<file path="src/rtl/cvxif_result_queue_if.sv">
// rtl/cvxif_result_queue_if.sv - result-in, kill and writeback-out signal bundle for the result queue
interface cvxif_result_queue_if #(
  parameter int unsigned ID_WIDTH   = 3,
  parameter int unsigned DATA_WIDTH = 64
);
  logic                  res_valid_i;
  logic                  res_ready_o;
  logic [ID_WIDTH-1:0]   res_id_i;
  logic [DATA_WIDTH-1:0] res_data_i;
  logic [4:0]            res_rd_i;
  logic                  res_we_i;
  logic                  res_exc_i;
  logic [5:0]            res_exccode_i;
  logic                  kill_valid_i;
  logic [ID_WIDTH-1:0]   kill_id_i;
  logic                  wb_valid_o;
  logic                  wb_ready_i;
  logic [ID_WIDTH-1:0]   wb_id_o;
  logic [DATA_WIDTH-1:0] wb_data_o;
  logic [4:0]            wb_rd_o;
  logic                  wb_we_o;
  logic                  wb_exc_o;
  logic [5:0]            wb_exccode_o;

  // Environment view: coprocessor result side plus core kill/writeback side
  modport master (
    output res_valid_i, res_id_i, res_data_i, res_rd_i, res_we_i, res_exc_i, res_exccode_i,
    output kill_valid_i, kill_id_i, wb_ready_i,
    input  res_ready_o, wb_valid_o, wb_id_o, wb_data_o, wb_rd_o, wb_we_o, wb_exc_o, wb_exccode_o
  );

  // Queue view
  modport slave (
    input  res_valid_i, res_id_i, res_data_i, res_rd_i, res_we_i, res_exc_i, res_exccode_i,
    input  kill_valid_i, kill_id_i, wb_ready_i,
    output res_ready_o, wb_valid_o, wb_id_o, wb_data_o, wb_rd_o, wb_we_o, wb_exc_o, wb_exccode_o
  );
endinterface

</file>
<file path="src/rtl/cvxif_result_queue.sv">
// rtl/cvxif_result_queue.sv - in-order CV-X-IF result buffer with kill and flush
module cvxif_result_queue #(
  parameter int unsigned DEPTH      = 4,
  parameter int unsigned ID_WIDTH   = 3,
  parameter int unsigned DATA_WIDTH = 64
) (
  input  logic                   clk_i,
  input  logic                   rst_ni,
  input  logic                   flush_i,
  cvxif_result_queue_if.slave    bus,
  output logic [$clog2(DEPTH):0] count_o
);
  localparam int unsigned AW = $clog2(DEPTH);

  // Payload storage is never reset: the live bits and pointers say what is valid.
  logic [ID_WIDTH-1:0]   id_q      [DEPTH];
  logic [DATA_WIDTH-1:0] data_q    [DEPTH];
  logic [4:0]            rd_q      [DEPTH];
  logic                  we_q      [DEPTH];
  logic                  exc_q     [DEPTH];
  logic [5:0]            exccode_q [DEPTH];

  logic [DEPTH-1:0] live_q, live_d;
  logic [AW:0]      rptr_q, rptr_d, wptr_q, wptr_d;
  logic [AW-1:0]    head, tail;
  logic             full, empty, push, pop;

  assign head  = rptr_q[AW-1:0];
  assign tail  = wptr_q[AW-1:0];
  assign full  = (rptr_q[AW-1:0] == wptr_q[AW-1:0]) && (rptr_q[AW] != wptr_q[AW]);
  assign empty = (rptr_q == wptr_q);

  // Ready depends on registers only, so the core's ready never reaches the coprocessor.
  assign bus.res_ready_o = ~full;
  assign push            = bus.res_valid_i & ~full;

  // A dead head is never shown; it is dropped on its own one entry per cycle.
  assign bus.wb_valid_o = ~empty & live_q[head];
  assign pop            = ~empty & (~live_q[head] | bus.wb_ready_i);

  assign bus.wb_id_o      = id_q[head];
  assign bus.wb_data_o    = data_q[head];
  assign bus.wb_rd_o      = rd_q[head];
  assign bus.wb_exc_o     = exc_q[head];
  assign bus.wb_exccode_o = exccode_q[head];
  assign bus.wb_we_o      = we_q[head] & ~exc_q[head] & bus.wb_valid_o;

  assign count_o = wptr_q - rptr_q;

  // Next pointers and live bits: kill matches, incoming write, then flush overriding all
  always_comb begin
    rptr_d = rptr_q + {{AW{1'b0}}, pop};
    wptr_d = wptr_q + {{AW{1'b0}}, push};
    live_d = live_q;
    if (bus.kill_valid_i) begin
      // Unoccupied slots may be cleared too; their live bit is rewritten on the next push.
      for (int i = 0; i < DEPTH; i++) begin
        if (id_q[i] == bus.kill_id_i) live_d[i] = 1'b0;
      end
    end
    if (push) begin
      live_d[tail] = ~(bus.kill_valid_i && (bus.kill_id_i == bus.res_id_i));
    end
    if (flush_i) begin
      rptr_d = '0;
      wptr_d = '0;
      live_d = '0;
    end
  end

  // Control state register with synchronous active-low reset
  always_ff @(posedge clk_i) begin
    if (!rst_ni) begin
      rptr_q <= '0;
      wptr_q <= '0;
      live_q <= '0;
    end else begin
      rptr_q <= rptr_d;
      wptr_q <= wptr_d;
      live_q <= live_d;
    end
  end

  // Payload write at the tail; a push coinciding with flush is dropped
  always_ff @(posedge clk_i) begin
    if (push && !flush_i) begin
      id_q[tail]      <= bus.res_id_i;
      data_q[tail]    <= bus.res_data_i;
      rd_q[tail]      <= bus.res_rd_i;
      we_q[tail]      <= bus.res_we_i;
      exc_q[tail]     <= bus.res_exc_i;
      exccode_q[tail] <= bus.res_exccode_i;
    end
  end
endmodule

</file>
<file path="src/flat_wrapper.sv">
// flat-port wrapper written by rule: the top's interface ports become plain ports
module cvxif_result_queue_flat 
#(
  parameter int unsigned DEPTH      = 4,
  parameter int unsigned ID_WIDTH   = 3,
  parameter int unsigned DATA_WIDTH = 64
)
  (clk_i, rst_ni, flush_i, count_o, bus_res_valid_i, bus_res_id_i, bus_res_data_i, bus_res_rd_i, bus_res_we_i, bus_res_exc_i, bus_res_exccode_i, bus_kill_valid_i, bus_kill_id_i, bus_wb_ready_i, bus_res_ready_o, bus_wb_valid_o, bus_wb_id_o, bus_wb_data_o, bus_wb_rd_o, bus_wb_we_o, bus_wb_exc_o, bus_wb_exccode_o);
  cvxif_result_queue_if #(.ID_WIDTH(ID_WIDTH), .DATA_WIDTH(DATA_WIDTH)) bus_i ();
  input  logic clk_i;
  input  logic rst_ni;
  input  logic flush_i;
  output logic [$clog2(DEPTH):0] count_o;
  input wire logic [$bits(bus_i.res_valid_i)-1:0] bus_res_valid_i;
  input wire logic [$bits(bus_i.res_id_i)-1:0] bus_res_id_i;
  input wire logic [$bits(bus_i.res_data_i)-1:0] bus_res_data_i;
  input wire logic [$bits(bus_i.res_rd_i)-1:0] bus_res_rd_i;
  input wire logic [$bits(bus_i.res_we_i)-1:0] bus_res_we_i;
  input wire logic [$bits(bus_i.res_exc_i)-1:0] bus_res_exc_i;
  input wire logic [$bits(bus_i.res_exccode_i)-1:0] bus_res_exccode_i;
  input wire logic [$bits(bus_i.kill_valid_i)-1:0] bus_kill_valid_i;
  input wire logic [$bits(bus_i.kill_id_i)-1:0] bus_kill_id_i;
  input wire logic [$bits(bus_i.wb_ready_i)-1:0] bus_wb_ready_i;
  output wire logic [$bits(bus_i.res_ready_o)-1:0] bus_res_ready_o;
  output wire logic [$bits(bus_i.wb_valid_o)-1:0] bus_wb_valid_o;
  output wire logic [$bits(bus_i.wb_id_o)-1:0] bus_wb_id_o;
  output wire logic [$bits(bus_i.wb_data_o)-1:0] bus_wb_data_o;
  output wire logic [$bits(bus_i.wb_rd_o)-1:0] bus_wb_rd_o;
  output wire logic [$bits(bus_i.wb_we_o)-1:0] bus_wb_we_o;
  output wire logic [$bits(bus_i.wb_exc_o)-1:0] bus_wb_exc_o;
  output wire logic [$bits(bus_i.wb_exccode_o)-1:0] bus_wb_exccode_o;
  assign bus_i.res_valid_i = bus_res_valid_i;
  assign bus_i.res_id_i = bus_res_id_i;
  assign bus_i.res_data_i = bus_res_data_i;
  assign bus_i.res_rd_i = bus_res_rd_i;
  assign bus_i.res_we_i = bus_res_we_i;
  assign bus_i.res_exc_i = bus_res_exc_i;
  assign bus_i.res_exccode_i = bus_res_exccode_i;
  assign bus_i.kill_valid_i = bus_kill_valid_i;
  assign bus_i.kill_id_i = bus_kill_id_i;
  assign bus_i.wb_ready_i = bus_wb_ready_i;
  assign bus_res_ready_o = bus_i.res_ready_o;
  assign bus_wb_valid_o = bus_i.wb_valid_o;
  assign bus_wb_id_o = bus_i.wb_id_o;
  assign bus_wb_data_o = bus_i.wb_data_o;
  assign bus_wb_rd_o = bus_i.wb_rd_o;
  assign bus_wb_we_o = bus_i.wb_we_o;
  assign bus_wb_exc_o = bus_i.wb_exc_o;
  assign bus_wb_exccode_o = bus_i.wb_exccode_o;
  cvxif_result_queue #(.DEPTH(DEPTH), .ID_WIDTH(ID_WIDTH), .DATA_WIDTH(DATA_WIDTH)) u_core (.clk_i(clk_i), .rst_ni(rst_ni), .flush_i(flush_i), .bus(bus_i), .count_o(count_o));
endmodule
</file>
<file path="config.mk">
export PLATFORM = sky130hd
export DESIGN_NAME = cvxif_result_queue_flat
export DESIGN_NICKNAME = d
export VERILOG_FILES = /design/src/rtl/cvxif_result_queue_if.sv /design/src/rtl/cvxif_result_queue.sv /design/src/flat_wrapper.sv
export SDC_FILE = /design/constraint.sdc
export NUM_CORES = 1
export LEC_CHECK = 0
export CAP_MARGIN = 20
export CORE_MARGIN = 8
export CORE_UTILIZATION = 49
export CTS_CLUSTER_DIAMETER = 100
export DETAILED_ROUTE_END_ITERATION = 6
export PLACE_DENSITY = 0.72
export SKIP_LAST_GASP = 1
export SYNTH_ARGS = -nofsm -noshare
export SYNTH_HDL_FRONTEND = slang
export SYNTH_SLANG_ARGS = --single-unit
</file>
<file path="constraint.sdc">
create_clock -name clk_i -period 19.81 [get_ports clk_i]
set_input_delay 1.981 -clock clk_i [delete_from_list [all_inputs] [get_ports clk_i]]
set_output_delay 1.981 -clock clk_i [all_outputs]
set_load 0.02 [all_outputs]
</file>
==> results_dict.tcl, run 1 <==
set metrics [dict create \
    status "complete, no violations" \
    place_area_um2 14400 \
    grt_pass1_wl_um 37400 \
    netlist_area_um2 12300 \
    rows 58 \
    synthCells 501 \
    rsz0062_at_grt "false" \
    rrSetupSlack_ps 16440 \
    required_ps 17830 \
    async_flop_share_pct 0 \
    avgSynthCellArea_um2 24.5 \
    die-area_um2 30400 \
    routed_wl_um 24500 \
    viasPerCell 5.42 \
    syn-num-nets 597 \
    hpwlAfterDp_um 15100 \
    nNetsFinal 798 \
    p_leak_nw 4.90 \
    powerDensity_nw_per_um2 98.1 \
    portBuffers 173 \
    cts_resized 0 \
    ys.flop_type "edfxtp_1" \
    end_kind "output pin" \
    cts_tree "done" \
    synth_warnings 0 \
    critPathMaxFanout 33 \
    grt_max_degree 54 \
    final_hold_viol_count 0 \
    setup-tns-final_ps 0 \
    hp-class "reg2reg" \
    dieHeight_um 174 \
    tightest_slew_ps 1040 \
    globalplace.congestion 0.750 \
    die_x_um 174 \
    synth-seq-cells 330 \
    antenna_found_initial 4 \
    grt_pass1_vias 6370 \
    synth_edf_count 320 \
    num_vias 5747 \
    globalRouteOverflowTotal 0 \
    drt_drc_violations_left 0 \
    fmaxAchievable_ghz 0.187 \
    drt.antenna.violating_nets 0 \
    numCtsBuffers 35 \
    final_cell_mix "edfxtp_1 (320), clkdlybuf4s50_1 (173), mux4_2 (81)" \
    cts_root_buffer "clkbuf_16" \
    finClkSkew_ps 12.8 \
    hold_buffers 0 \
    post_cts_buffers 0 \
    area_delta_synth_final_pct 26.9 \
    setup_violations 0 \
    fin_area_um2 15600 \
    clk_pin_slew_worst_paths_ps 60 \
    cp-start-kind "flop" \
    synth.distinct_cells 30 \
    clock_latency_ps 510 \
    clockBufferDepth 3 \
    grt_util_all_layers_pct 16.0 \
    finalCriticalPeriod_ps 5330 \
    drtIter0Drc 337 \
    drive_above_1_share_pct 21.0 \
    final_common_cell "edfxtp_1" \
    vdd_ir_drop_max_uv 85.6 \
    dp_slack_ps 14480 \
    seq_area_frac_synth_pct 79.8 \
    cp_data_arrival_time_ps 3350 \
    design.core.area_um2 24900 \
    place_inst 994 \
    cts_sinks 330 \
    finalCritPeriodShare_pct 26.9 \
    ios 174 \
    drv_slew 0 \
    relSlewSlack_pct 30.3 \
    timing.final.ws_setup_ps 14480 \
    critPathKind "reg2out" \
    cap_viol_max_count 0 \
    dr.pass1.iters 4 \
    post_drt_wl_per_cell_um 23.1 \
    initial_core_util_pct 49.4 \
    final_cells 1060 \
    cts_max_level 2 \
]
[cell usage after synthesis, types with 2 or more instances]
master | n | area [µm²]
clkbuf_1 | 2 | 7.51
dfxtp_1 | 10 | 200
nand3_1 | 3 | 15.0
inv_1 | 7 | 26.3
nor2_1 | 2 | 7.51
xnor2_1 | 19 | 166
edfxtp_1 | 320 | 9610
buf_6 | 4 | 45.0
nand2_1 | 2 | 7.51
nand4_1 | 4 | 25.0
and2_1 | 4 | 25.0
buf_2 | 10 | 50.1
mux4_2 | 81 | 1820
ha_1 | 6 | 75.1
nor4_1 | 3 | 18.8
nor3_1 | 4 | 20.0
mux2i_1 | 3 | 30.0
buf_4 | 5 | 37.5
[metrics by stage]
| stage | hold WS (ps) | utilization [%] | power [W] |
|---|---|---|---|
| final | 488 | 62.7 | 0.00153 |
| after global routing | 512 | 62.7 | 0.00158 |
| after CTS | 482 | 62.6 | 0.00155 |
| after detailed placement | 472 | 57.9 | 0.000903 |
| after global placement | 455 | 57.9 | 0.000899 |
| after floorplan | 443 | - | 0.000849 |
[layer usage]
layer	part of all wire (%)	track usage [%]	up-vias
met2	50	26.8	183
met1	40	19.7	2988
li1	-	-	2532
met5	0.14	0	-
met4	1.9	4.81	6
met3	7.1	5.06	38
[critical path, stage by stage, from the launching register on]
cell	delay, ps
dfxtp_4	780
buf_4	570
mux4_2	580
and3b_1	260
clkdlybuf4s50_1	630
[final cells by class]
type / instances / area, µm²
Sequential cell: 330 / 9820
Multi-Input combinational cell: 143 / 2350
Inverter: 7 / 26.3
Timing Repair Buffer: 185 / 1830
Antenna cell: 1 / 2.50
Fill cell: 1674 / 9280
Tap cell: 330 / 413
Clock inverter: 25 / 278
Clock buffer: 39 / 891
[final timing paths]
kind                                  startpoint                   end  cells after the start
worst max register to register  u_core.rptr_q[0]  u_core.data_q[1][29]                      5
worst min register to register  u_core.live_q[1]      u_core.live_q[1]                      2
worst max-delay path            u_core.rptr_q[0]           bus_wb_we_o                      4
worst min-delay path            u_core.live_q[1]      u_core.live_q[1]                      2
[kinds of logic (layout without fill, tap and decap cells)]
family	after synthesis	in the layout	synth area share, %
xor+xnor	19	19	1.35
mux	84	84	15.1
other cells	0	1	0
fa+ha+maj	7	7	0.773
buf+inv	28	256	1.35
simple gates	28	28	1.35
compound gates	5	5	0.326
flops	330	330	79.8
[where the power goes]
part	total [W]	internal, W	switching [W]	leakage, nW
registers	0.000783	0.000778	0.00000518	2.99
clock network	0.000645	0.000383	0.000262	0.559
logic	0.000104	0.0000551	0.0000489	1.35
total	0.00153	0.00122	0.000316	4.90
[flip-flops by register name, indices dropped and copies added, names as in the netlist]
name              count
u_core.exc_q          4
u_core.exccode_q     24
u_core.we_q           4
u_core.data_q       256
u_core.rptr_q         3
u_core.rd_q          20
u_core.wptr_q         3
u_core.id_q          12
u_core.live_q         4
Note: power is estimated with default switching activity, not from simulation.
==> inputs of run 2 (changes only) <==
--- a/config.mk
+++ b/config.mk
@@ -10,7 +10,7 @@
 export CORE_UTILIZATION = 49
 export CTS_CLUSTER_DIAMETER = 100
 export DETAILED_ROUTE_END_ITERATION = 6
-export PLACE_DENSITY = 0.72
+export PLACE_DENSITY = 0.75
 export SKIP_LAST_GASP = 1
 export SYNTH_ARGS = -nofsm -noshare
 export SYNTH_HDL_FRONTEND = slang
==> constraint.sdc (replaced) <==
create_clock -name clk_i -period 4.4 [get_ports clk_i]
set_input_delay 0.44 -clock clk_i [delete_from_list [all_inputs] [get_ports clk_i]]
set_output_delay 0.44 -clock clk_i [all_outputs]
set_load 0.02 [all_outputs]
==> run 2 against run 1 <==
  * First-iteration DRC count is 6.5% higher
  * Global-route usage is 0.30 points lower
  * Utilization is 0.23 points lower
  * Count of clock-buffer cells in the layout is 4 lower
  * Critical path type unchanged
  * Largest power group unchanged
==> results_dict.tcl, run 2 (synthesized netlist as in run 1, its figures left out) <==
set metrics [dict create \
    relSlewSlack_pct 32.3 \
    required_ps 3960 \
    final_cell_mix "edfxtp_1 (320), clkdlybuf4s50_1 (173), mux4_2 (81)" \
    grt_max_degree 55 \
    internal-power_w 0.00527 \
    critPathMaxFanout 37 \
    die-area_um2 30400 \
    die_x_um 174 \
    vdd_ir_drop_max_uv 429 \
    rr_worst_depth 6 \
    pwr-share-seq_pct 53.4 \
    clock_latency_ps 540 \
    numCtsBuffers 31 \
    cts_root_buffer "clkbuf_16" \
    cp_top_family "buffers and inverters" \
    path_cells "buf_4 -> mux4_2 -> and3b_1 -> clkdlybuf4s50_1" \
    top_register "u_core.data_q" \
    drive_above_1_share_pct 20.9 \
    p_sw_w 0.00133 \
    rows 58 \
    viasPerCell 5.42 \
    cap_viol_max_count 0 \
    globalRouteOverflowTotal 0 \
    end_kind "output pin" \
    finalCritPeriodShare_pct 77.1 \
    slowest_stage "dfxtp_4" \
    grt_pass1_wl_um 37300 \
    hp-class "reg2reg" \
    drtIter0Drc 359 \
    drt_drc_violations_left 0 \
    min_path_cells 2 \
    clk_pin_slew_worst_paths_ps 70 \
    rsz0062_at_grt "false" \
    final_common_cell "edfxtp_1" \
    antenna_found_initial 1 \
    worstHoldEndpoint "u_core.live_q[0]" \
    post_cts_buffers 0 \
    status "complete, no violations" \
    dr.pass1.iters 6 \
    p_leak_nw 4.87 \
    drt.antenna.violating_nets 0 \
    initial_core_util_pct 49.4 \
    grt_util_all_layers_pct 15.7 \
    setup-tns-final_ps 0 \
    tightest_slew_ps 1010 \
    cp-start-kind "flop" \
    top_regs "u_core.data_q (256), u_core.exccode_q (24), u_core.rd_q (20)" \
    post_drt_wl_per_cell_um 22.8 \
    hold_buffers 0 \
    critPathKind "reg2out" \
    dieHeight_um 174 \
    r2r-end "u_core.data_q[1][1]" \
    cts_resized 0 \
    cp_data_arrival_time_ps 2950 \
    critPathBufInv 2 \
    globalplace.congestion 0.768 \
    portBuffers 173 \
    area_delta_synth_final_pct 26.4 \
    cts_max_level 1 \
    swShare_pct 20.2 \
    largest_reg_flops 256 \
    rrSetupSlack_ps 1480 \
    num_vias 5739 \
    pwr-share-comb_pct 7.2 \
    finClkSkew_ps 13.8 \
    final_hold_viol_count 0 \
    grt_pass1_vias 6401 \
    powerDensity_nw_per_um2 424 \
    cts_tree "done" \
    finalCriticalPeriod_ps 3390 \
    routed_wl_um 24100 \
    nNetsFinal 800 \
    ios 174 \
    hp-start "u_core.live_q[0]" \
    pwr-share-clk_pct 39.4 \
    clockBufferDepth 3 \
    setup_violations 0 \
    critical-path-max-stage-delay_ps 740 \
    drv_slew 0 \
    hold_ws_ps 481 \
    fmaxAchievable_ghz 0.295 \
    antenna_cells 0 \
    hpwlAfterDp_um 15600 \
    cts_sinks 330 \
    r2r_start "u_core.rptr_q[1]" \
    design.core.area_um2 24900 \
]
## run 2: changes by cell type in the layout (fill, tap and decap cells not counted), sizes merged
cell	change
inv	-3
buf	+6
diode	-1
clkbuf	-4
clkinv	-2
clkinvlp	+2
## run 2: area by class of cell
type	instances	area [µm²]
clock buffers	35	791
clock inverters	22	213
fillers	1704	9340
inverters	7	26.3
multi-input cells	143	2390
flip-flops and latches	330	9820
well taps	330	413
repair buffers	191	1900
## run 2: metrics by stage
step | setup slack, ps | power (W) | std cells | cell area (µm²) | utilization (%)
finish | 1010 | 0.00660 | 1058 | 15500 | 62.5
global route | 824 | 0.00680 | 1058 | 15500 | 62.5
CTS | 912 | 0.00667 | 1058 | 15500 | 62.5
detailed placement | 1390 | 0.00407 | 1001 | 14500 | 58.4
global placement | 1470 | 0.00406 | 1001 | 14500 | 58.4
floorplan | 2.53 | 0.00382 | 501 | 12400 | -
## run 2: worst max path at each step
stage | cells past startpoint | slack [ps] | to | from
after floorplan | 8 | 3 | u_core.data_q[2][0] | u_core.rptr_q[1]
after global placement | 6 | 1470 | u_core.data_q[1][5] | u_core.rptr_q[1]
after detailed placement | 6 | 1390 | u_core.exccode_q[1][0] | u_core.rptr_q[1]
after CTS | 3 | 910 | bus_wb_data_o[41] | u_core.rptr_q[0]
after global routing | 3 | 820 | bus_wb_data_o[35] | u_core.rptr_q[0]
final | 4 | 1010 | bus_wb_we_o | u_core.rptr_q[1]
## run 2: worst register-to-register path, delay by kind of cell, from the launching register on
| kind | cells | cell delay, ps |
|---|---|---|
| AND/OR/NAND/NOR | 2 | 920 |
| AO/OA/AOI/OAI | 1 | 140 |
| buffers and inverters | 2 | 500 |
| adder cells (fa/ha/maj) | 1 | 310 |
| flip-flops | 1 | 740 |
## run 2: power groups by stage
stage	Clock, W	Combinational (W)	Sequential [W]
after floorplan	0	0.000233	0.00358
after global placement	0	0.000472	0.00358
after detailed placement	0	0.000480	0.00359
after CTS	0.00266	0.000484	0.00352
after global routing	0.00276	0.000506	0.00353
final	0.00260	0.000475	0.00352
## run 2: routing by layer
| metal | vias to the layer above | GRT usage, % | wire (µm) |
|---|---|---|---|
| li1 | 2533 | - | - |
| met5 | - | 0 | 10 |
| met4 | 2 | 3.67 | 420 |
| met3 | 36 | 4.58 | 2050 |
| met1 | 2966 | 19.1 | 9410 |
| met2 | 202 | 27.3 | 12300 |
